`src/rtl/coin_collector.sv`:
```
// Coin-operated front end feeding the cash handler: credit, select, vend, refund.
// Optional idle auto-refund is built when TIMEOUT_EN is defined.
module coin_collector #(
  parameter int W           = 11,
  parameter int PRICE0      = 3,
  parameter int PRICE1      = 5,
  parameter int PRICE2      = 7,
  parameter int PRICE3      = 10,
  parameter int CREDIT_MAX  = 2047,
  parameter int TIMEOUT_CYC = 1024
) (
  input  logic         clock,
  input  logic         reset_n,
  input  logic         coin_valid,
  input  logic [1:0]   coin_type,
  input  logic         sel_valid,
  input  logic [1:0]   sel_item,
  input  logic         cancel,
  output logic         ch_mode,
  output logic         ch_func,
  output logic [W-1:0] ch_amount,
  output logic         ch_req,
  input  logic         ch_res,
  output logic [W-1:0] credit,
  output logic         busy,
  output logic         coin_reject,
  output logic         sel_denied,
  output logic         vend_valid,
  output logic [1:0]   vend_item,
  output logic         refund_valid,
  output logic [W-1:0] refund_amount
);

  if (CREDIT_MAX > (2**W) - 1 || TIMEOUT_CYC < 1) begin : g_cfg_err
    $error("coin_collector: bad CREDIT_MAX or TIMEOUT_CYC");
  end

  typedef enum logic [1:0] {
    S_IDLE,
    S_REQ,
    S_WAIT
  } state_t;

  state_t         r_state;
  logic [W-1:0]   r_credit;
  logic [W-1:0]   r_price;
  logic [W-1:0]   r_amount;
  logic [W-1:0]   r_refund_amt;
  logic [1:0]     r_item;
  logic [1:0]     r_vend_item;
  logic           r_req;
  logic           r_busy;
  logic           r_coin_rej;
  logic           r_sel_den;
  logic           r_vend;
  logic           r_refund;

  logic [W-1:0]   w_coin_val;
  logic [W-1:0]   w_sel_price;
  logic [W-1:0]   w_credit_add;
  logic [W:0]     w_sum;
  logic           w_idle;
  logic           w_coin_ok;

  always_comb begin
    w_coin_val = '0;
    unique case (coin_type)
      2'd0: w_coin_val = W'(1);
      2'd1: w_coin_val = W'(2);
      2'd2: w_coin_val = W'(5);
      2'd3: w_coin_val = W'(10);
    endcase
  end

  always_comb begin
    w_sel_price = '0;
    unique case (sel_item)
      2'd0: w_sel_price = W'(PRICE0);
      2'd1: w_sel_price = W'(PRICE1);
      2'd2: w_sel_price = W'(PRICE2);
      2'd3: w_sel_price = W'(PRICE3);
    endcase
  end

  // One extra bit so the ceiling check sees a true sum.
  assign w_sum        = {1'b0, r_credit} + {1'b0, w_coin_val};
  assign w_idle       = (r_state == S_IDLE);
  assign w_coin_ok    = coin_valid && w_idle &&
                        (w_sum <= (W+1)'(CREDIT_MAX));
  assign w_credit_add = w_coin_ok ? w_sum[W-1:0] : r_credit;

`ifdef TIMEOUT_EN
  localparam int CW = $clog2(TIMEOUT_CYC + 1);
  logic [CW-1:0] r_idle_cnt;
  logic          w_strobe;
  logic          w_to_hit;
  assign w_strobe = coin_valid | sel_valid | cancel;
  assign w_to_hit = w_idle && !w_strobe && (r_credit != '0) &&
                    (r_idle_cnt == CW'(TIMEOUT_CYC - 1));

  always_ff @(posedge clock or negedge reset_n) begin
    if (!reset_n) begin
      r_idle_cnt <= '0;
    end else if (!w_idle || w_strobe || r_credit == '0 || w_to_hit) begin
      r_idle_cnt <= '0;
    end else begin
      r_idle_cnt <= r_idle_cnt + CW'(1);
    end
  end
`endif

  always_ff @(posedge clock or negedge reset_n) begin
    if (!reset_n) begin
      r_state      <= S_IDLE;
      r_credit     <= '0;
      r_price      <= '0;
      r_amount     <= '0;
      r_refund_amt <= '0;
      r_item       <= '0;
      r_vend_item  <= '0;
      r_req        <= 1'b0;
      r_busy       <= 1'b0;
      r_coin_rej   <= 1'b0;
      r_sel_den    <= 1'b0;
      r_vend       <= 1'b0;
      r_refund     <= 1'b0;
    end else begin
      r_coin_rej   <= coin_valid && !w_coin_ok;
      r_sel_den    <= 1'b0;
      r_vend       <= 1'b0;
      r_vend_item  <= '0;
      r_refund     <= 1'b0;
      r_refund_amt <= '0;
      unique case (r_state)
        S_IDLE: begin
          if (cancel) begin
            r_credit <= '0;
            if (w_credit_add != '0) begin
              r_refund     <= 1'b1;
              r_refund_amt <= w_credit_add;
            end
          end else begin
            r_credit <= w_credit_add;
            // Affordability uses the credit before this cycle's coin.
            if (sel_valid) begin
              if (r_credit >= w_sel_price) begin
                r_item   <= sel_item;
                r_price  <= w_sel_price;
                r_amount <= w_sel_price;
                r_req    <= 1'b1;
                r_busy   <= 1'b1;
                r_state  <= S_REQ;
              end else begin
                r_sel_den <= 1'b1;
              end
            end
`ifdef TIMEOUT_EN
            else if (w_to_hit) begin
              r_credit     <= '0;
              r_refund     <= 1'b1;
              r_refund_amt <= r_credit;
            end
`endif
          end
        end
        S_REQ: begin
          r_req    <= 1'b0;
          r_amount <= '0;
          r_state  <= S_WAIT;
        end
        S_WAIT: begin
          if (ch_res) begin
            r_credit    <= r_credit - r_price;
            r_vend      <= 1'b1;
            r_vend_item <= r_item;
          end else begin
            r_sel_den <= 1'b1;
          end
          r_busy  <= 1'b0;
          r_state <= S_IDLE;
        end
        default: r_state <= S_IDLE;
      endcase
    end
  end

  assign ch_mode       = 1'b0;
  assign ch_func       = 1'b0;
  assign ch_amount     = r_amount;
  assign ch_req        = r_req;
  assign credit        = r_credit;
  assign busy          = r_busy;
  assign coin_reject   = r_coin_rej;
  assign sel_denied    = r_sel_den;
  assign vend_valid    = r_vend;
  assign vend_item     = r_vend_item;
  assign refund_valid  = r_refund;
  assign refund_amount = r_refund_amt;

endmodule

```
`config.mk`:
```
export PLATFORM = sky130hd
export DESIGN_NAME = coin_collector
export DESIGN_NICKNAME = d
export VERILOG_FILES = /design/src/rtl/coin_collector.sv
export SDC_FILE = /design/constraint.sdc
export NUM_CORES = 1
export LEC_CHECK = 0
export CORE_MARGIN = 1
export CORE_UTILIZATION = 50
export DETAILED_ROUTE_END_ITERATION = 8
export PLACE_DENSITY = 0.77
export SETUP_SLACK_MARGIN = 0.05
export SLEW_MARGIN = 20
export SYNTH_ARGS = -nofsm -noshare
export SYNTH_HDL_FRONTEND = slang
export SYNTH_SLANG_ARGS = --single-unit
```
`constraint.sdc`:
```
create_clock -name clock -period 7.06 [get_ports clock]
set_input_delay 1.412 -clock clock [delete_from_list [all_inputs] [get_ports clock]]
set_output_delay 1.412 -clock clock [all_outputs]
set_load 0.005 [all_outputs]
```
======== Yosys cells after proc, flatten, opt, wreduce, memory -nomap -nowiden ========
Index checks and enable logic that the tools add are counted.
word-level totals
  register bits after elaboration ......... 56
  input port bits ......................... 10
  word-level logic and storage cells ...... 79
operators by class
  $add $sub $neg .......................... 2
  order comparisons ....................... 2
  equality and inequality tests ........... 12
  mux-type cells .......................... 34
  bitwise gates (word level) .............. 1
  reduce and logical (&&, ||, !) cells .... 15
operator list
  operator              number
  $mux 11               9
  $pmux 11 s4           2
  $pmux 11 s2           2
  $add 11x11->12        1
  $le 12x11->1 const B  1
  $mux 1                12
  $reduce_and 4->1      3
  $ge 11x11->1          1
  $reduce_bool 11->1    1
  $sub 11x11->11        1
  $eq 2x2->1 const B    5
  $mux 2                5
  $eq 2x1->1 const B    3
  $logic_not 2->1       3
  $ne 2x2->1 const B    3
  $pmux 1 s2            3
  $pmux 2 s2            1
  $reduce_bool 2->1     2
  $logic_and 1x1->1     3
  $reduce_and 3->1      1
  $ne 2x1->1 const B    1
  $reduce_and 2->1      1
  $logic_not 1->1       1
  $not 1->1             1

======== Logic depth before layout (Yosys ltp) ========
  depth in word-level cells ............... 10
  mapped depth ............................ 10

======== Worst setup path after synthesis ========
Ideal clock, no wire load.
  kind .................................... input to register
  start ................................... in coin_type[0]
  end ..................................... reg r_refund, in the netlist refund_valid
  setup time .............................. 0.145 ns
  arrival time ............................ 3.316 ns
  required time ........................... 6.915 ns
  setup slack ............................. 3.599 ns
  cell stages on the path ................. 8
  cell sequence ........................... and2_1 > ha_1 > nand3_1 > o22ai_4 > nand2_4 > or4_4 > a2111oi_4 > a41oi_1
between the ends
  longest elaborated chain between the ends .. 10
  elaborated cells between the ends (all ways) .. 13
RTL lines
  item                                      line  RTL
  start, declared                           15    input logic [1:0] coin_type,
  $eq 2x2->1, or another cell as far along  67    unique case (coin_type)
  $pmux 11 s4 *                             67
  $add 11x11->12 *                          86    assign w_sum = {1'b0, r_credit} + {1'b0, w_coin_val};
  $le 12x11->1                              89    (w_sum <= (W+1)'(CREDIT_MAX));
  $logic_and 1x1->1                         88    assign w_coin_ok = coin_valid && w_idle &&
  $mux 11 *                                 90    assign w_credit_add = w_coin_ok ? w_sum[W-1:0] : r_credit;
  $reduce_bool 11->1 *                      138   if (w_credit_add != '0) begin
  $mux 1 *                                  138
  $mux 1 *                                  136   if (cancel) begin
  $mux 1 *                                  134   unique case (r_state)
  end signal, assigned                      126   r_refund <= 1'b0;
  end signal, assigned                      132   r_refund <= 1'b0;
  end signal, assigned                      139   r_refund <= 1'b1;
  end, declared                             56    logic r_refund;
Every way passes the cells marked *; elsewhere a longest branch is shown, timed or not. The select of a mux whose other input is x is not followed.
A chain may end at the register's enable or synchronous reset.

======== Worst setup path after layout ========
Ends and elaborated chain as after synthesis.

==> metrics.md <==
| Metric | Value |
|---|---|
| Worst-path clk slew | `80 ps` |
| Final GP Congestion | `0.898` |
| Critical Path Source | `coin_type[0]` |
| Hold WC Path Type | `register to register` |
| Cells after synthesis | `287` |
| Largest net degree at the start of global routing | `43` |
| Pwr dens | `377 nW/µm²` |
| Top Ports | `53` |
| Primary FF master, synth | `dfrtp_1` |
| Longest Clk Path Bufs | `2` |
| Crit. End Element | `register` |
| Fillers | `452` |
| Worst path cell trace | `clkdlybuf4s50_1, and2_1, ha_1, nand3_1, o22ai_4, nand2_4, or4_4, a2111oi_4, a41oi_1` |
| Crit path kind | `input port to register` |
| Wirelength per Cell | `15.6 µm` |
| Warnings from Yosys | `0` |
| Kind of cell adding the most delay to the critical path | `simple AND/OR/NAND/NOR gates` |
| Post_cts resized | `0` |
| Levels on crit path | `9` |
| Max incr delay on CP | `530 ps` |
| Hold Path Origin | `ch_amount[2]$_DFFE_PN0P_` |
| #FFs+latches synth | `42` |
| Status | `complete, no violations` |
| Leakage power | `1.38 nW` |
| Crit path DAT | `3980 ps` |
| Slowest CP cell | `or4_4` |
| Pre-antenna DRT Iters | `4` |
| Post-CTS Setup Bufs | `0` |
| CTS tree | `done` |
| Multi-input logic area | `1450 µm²` |
| Vias/cell | `5.76` |
| CTS root buffer | `clkbuf_8` |
| TritonCTS Sinks | `42` |
| ANT nets after route | `0` |
| Layout Cells excl Fill | `395` |
| Setup slack after layout | `3230 ps` |
| Max-cap violations | `0` |
| Die area | `5680 µm²` |
| Buf/Inv on CP | `1` |
| # setup viols final | `0` |
| Final TNS setup | `0 ps` |
| Final Hold Viols | `0` |
| Post-synthesis sequential area ratio | `39.1%` |
| Total global routing overflow | `0` |
| Clock skew | `7.41 ps` |
| Worst hold slack | `499 ps` |
| Worst r2r src | `credit[3]$_DFFE_PN0P_` |
| Antenna violations before repair | `0` |
| Slew headroom | `38.1%` |
| Worst skew pair latency | `300 ps` |
| Die width | `75.4 µm` |
| Pwr Total | `1.21 mW` |
| N_diodes | `0` |
| Worst reg2reg path depth | `7` |
| Hold path cells | `1` |
| Core area | `5140 µm²` |
| Initial DRC Count | `165` |
| Vias in the first global route | `2102` |
| P&R area growth vs syn | `19.1%` |
| Startpoint types | `input port` |
| Storage element area | `1050 µm²` |
| Peak VDD IR | `0.177 mV` |
| GRT Total Usage | `24.1%` |
| EDFF count, synth | `0` |
| H-Tree Depth | `2` |
| Crit path time final | `3830 ps` |
| Count of cell types in the netlist | `67` |
| Crit path required time | `7210 ps` |
| TritonCTS buffer count | `5` |
| Initial core utilization | `52.4%` |
| Synth Cell Area | `2690 µm²` |
| Via count | `2277` |
| Placed insts | `388` |
| Total Wirelength | `6.16 mm` |
| CTS Hold Bufs | `0` |
| Post-Place Setup Slack | `2930 ps` |
| First-pass GRT wire length | `10.1 mm` |
| Slew @ Worst Pin | `928 ps` |
| Max Slew Vio Count | `0` |
| # rows | `26` |
| Share of synthesized flip-flops with an asynchronous set or reset | `100%` |
| Die height | `75.4 µm` |
| Nets | `351` |
| Post-route clock period utilization | `54.3%` |
| Critical path peak fanout | `5` |
| RSZ-0062 raised after global routing | `false` |
| DR DRC count | `0` |
| Share of post-route cells with drive strength above 1 | `7.38%` |
| Port bufs | `43` |
| Post-DP HPWL | `4.55 mm` |
| Peak Freq | `0.261 GHz` |
| Mapped Avg Cell Area | `9.38 µm²` |
-- metal layers --
metal / share of wire (%) / wire (µm) / track usage, % / vias up
met5: 0 / 0 / 0 / -
met4: 1.7 / 105 / 7.61 / 0
met3: 5.9 / 361 / 5.29 / 13
met2: 49 / 3040 / 41.6 / 80
met1: 43 / 2650 / 30.2 / 1098
li1: - / - / - / 1086
-- layout by cell type (no fill, tap or decap), types with 7 or more instances in the layout --
master and count:
a21oi_1 17, and2_1 7, clkdlybuf4s50_1 42, conb_1 9, dfrtp_1 42, ha_1 14
inv_1 20, nand2_1 21, nor2_1 26, nor3_1 8, o21ai_0 15, xnor2_1 8
-- area by class of cell --
type / count / area share (%)
timing repair buffer: 43 / 13.3
clock buffer: 6 / 2.58
sequential: 42 / 32.8
clock inverter: 1 / 0.937
tap: 70 / 2.73
inverter: 20 / 2.34
multi-input combinational: 213 / 45.3
-- Yosys cell counts, types with 2 or more instances --
| library cell | instances | area (µm²) |
|---|---|---|
| nor2b_1 | 6 | 37.5 |
| fa_1 | 2 | 40.0 |
| or2_2 | 2 | 12.5 |
| ha_1 | 14 | 175 |
| xor2_1 | 2 | 17.5 |
| a31oi_1 | 3 | 18.8 |
| buf_2 | 2 | 10.0 |
| xnor2_1 | 8 | 70.1 |
| mux2_2 | 3 | 33.8 |
| nand4_1 | 2 | 12.5 |
| nor2_1 | 26 | 97.6 |
| nand3_1 | 5 | 25.0 |
| clkbuf_1 | 6 | 22.5 |
| nor3_1 | 8 | 40.0 |
| and2_1 | 7 | 43.8 |
| o21a_1 | 2 | 15.0 |
| o22ai_1 | 2 | 12.5 |
| a41oi_1 | 3 | 26.3 |
| dfrtp_1 | 42 | 1050 |
| o21ai_0 | 15 | 75.1 |
| nand2b_1 | 4 | 25.0 |
| o2bb2ai_1 | 3 | 26.3 |
| buf_4 | 9 | 67.6 |
| buf_6 | 2 | 22.5 |
| mux2i_1 | 5 | 50.1 |
| a21oi_1 | 17 | 85.1 |
| o221ai_1 | 2 | 17.5 |
| inv_1 | 20 | 75.1 |
| and3_1 | 6 | 37.5 |
| nand2_1 | 21 | 78.8 |
| a22oi_1 | 2 | 15.0 |
-- metrics by stage --
step	area (µm²)	utilization, %
after floorplan	2720	-
after global placement	3090	60.2
after detailed placement	3090	60.2
after CTS	3200	62.3
after global routing	3200	62.3
final	3200	62.3
-- path summary, 6_finish.rpt --
check	slack, ps	end
setup reg to reg	4440	refund_valid$_DFF_PN0_
hold / removal	500	ch_amount[2]$_DFFE_PN0P_
max in group asynchronous	5230	r_price[0]$_DFFE_PN0P_
hold reg to reg	500	ch_amount[2]$_DFFE_PN0P_
min in group asynchronous	1250	refund_amount[3]$_DFF_PN0_
setup / recovery	3230	refund_valid$_DFF_PN0_
-- sequential cells by signal, summed over array words and instances, names as in the netlist, 2 cells and up --
register	count
r_item	2
vend_item	2
r_price	4
credit	11
r_state	2
ch_amount	4
refund_amount	11
-- kinds of logic (layout without fill, tap and decap cells) --
kind of cell    after synthesis  count (layout)  synth area share [%]
xor+xnor                     10              10                  3.25
fa+ha+maj                    16              16                  8.00
simple gates                 97              97                  18.5
buf+inv                      40              70                  8.09
mux                           8               8                  3.11
flops                        42              42                  39.1
other cells                   1               9                 0.139
compound gates               73              73                  19.9
-- power by group --
part	internal (mW)	total [mW]	switching (mW)
logic	0.292	0.600	0.308
registers	0.319	0.414	0.0952
clock network	0.113	0.196	0.0826
total	0.724	1.21	0.485
No activity file was read; power rests on OpenSTA's default activity.
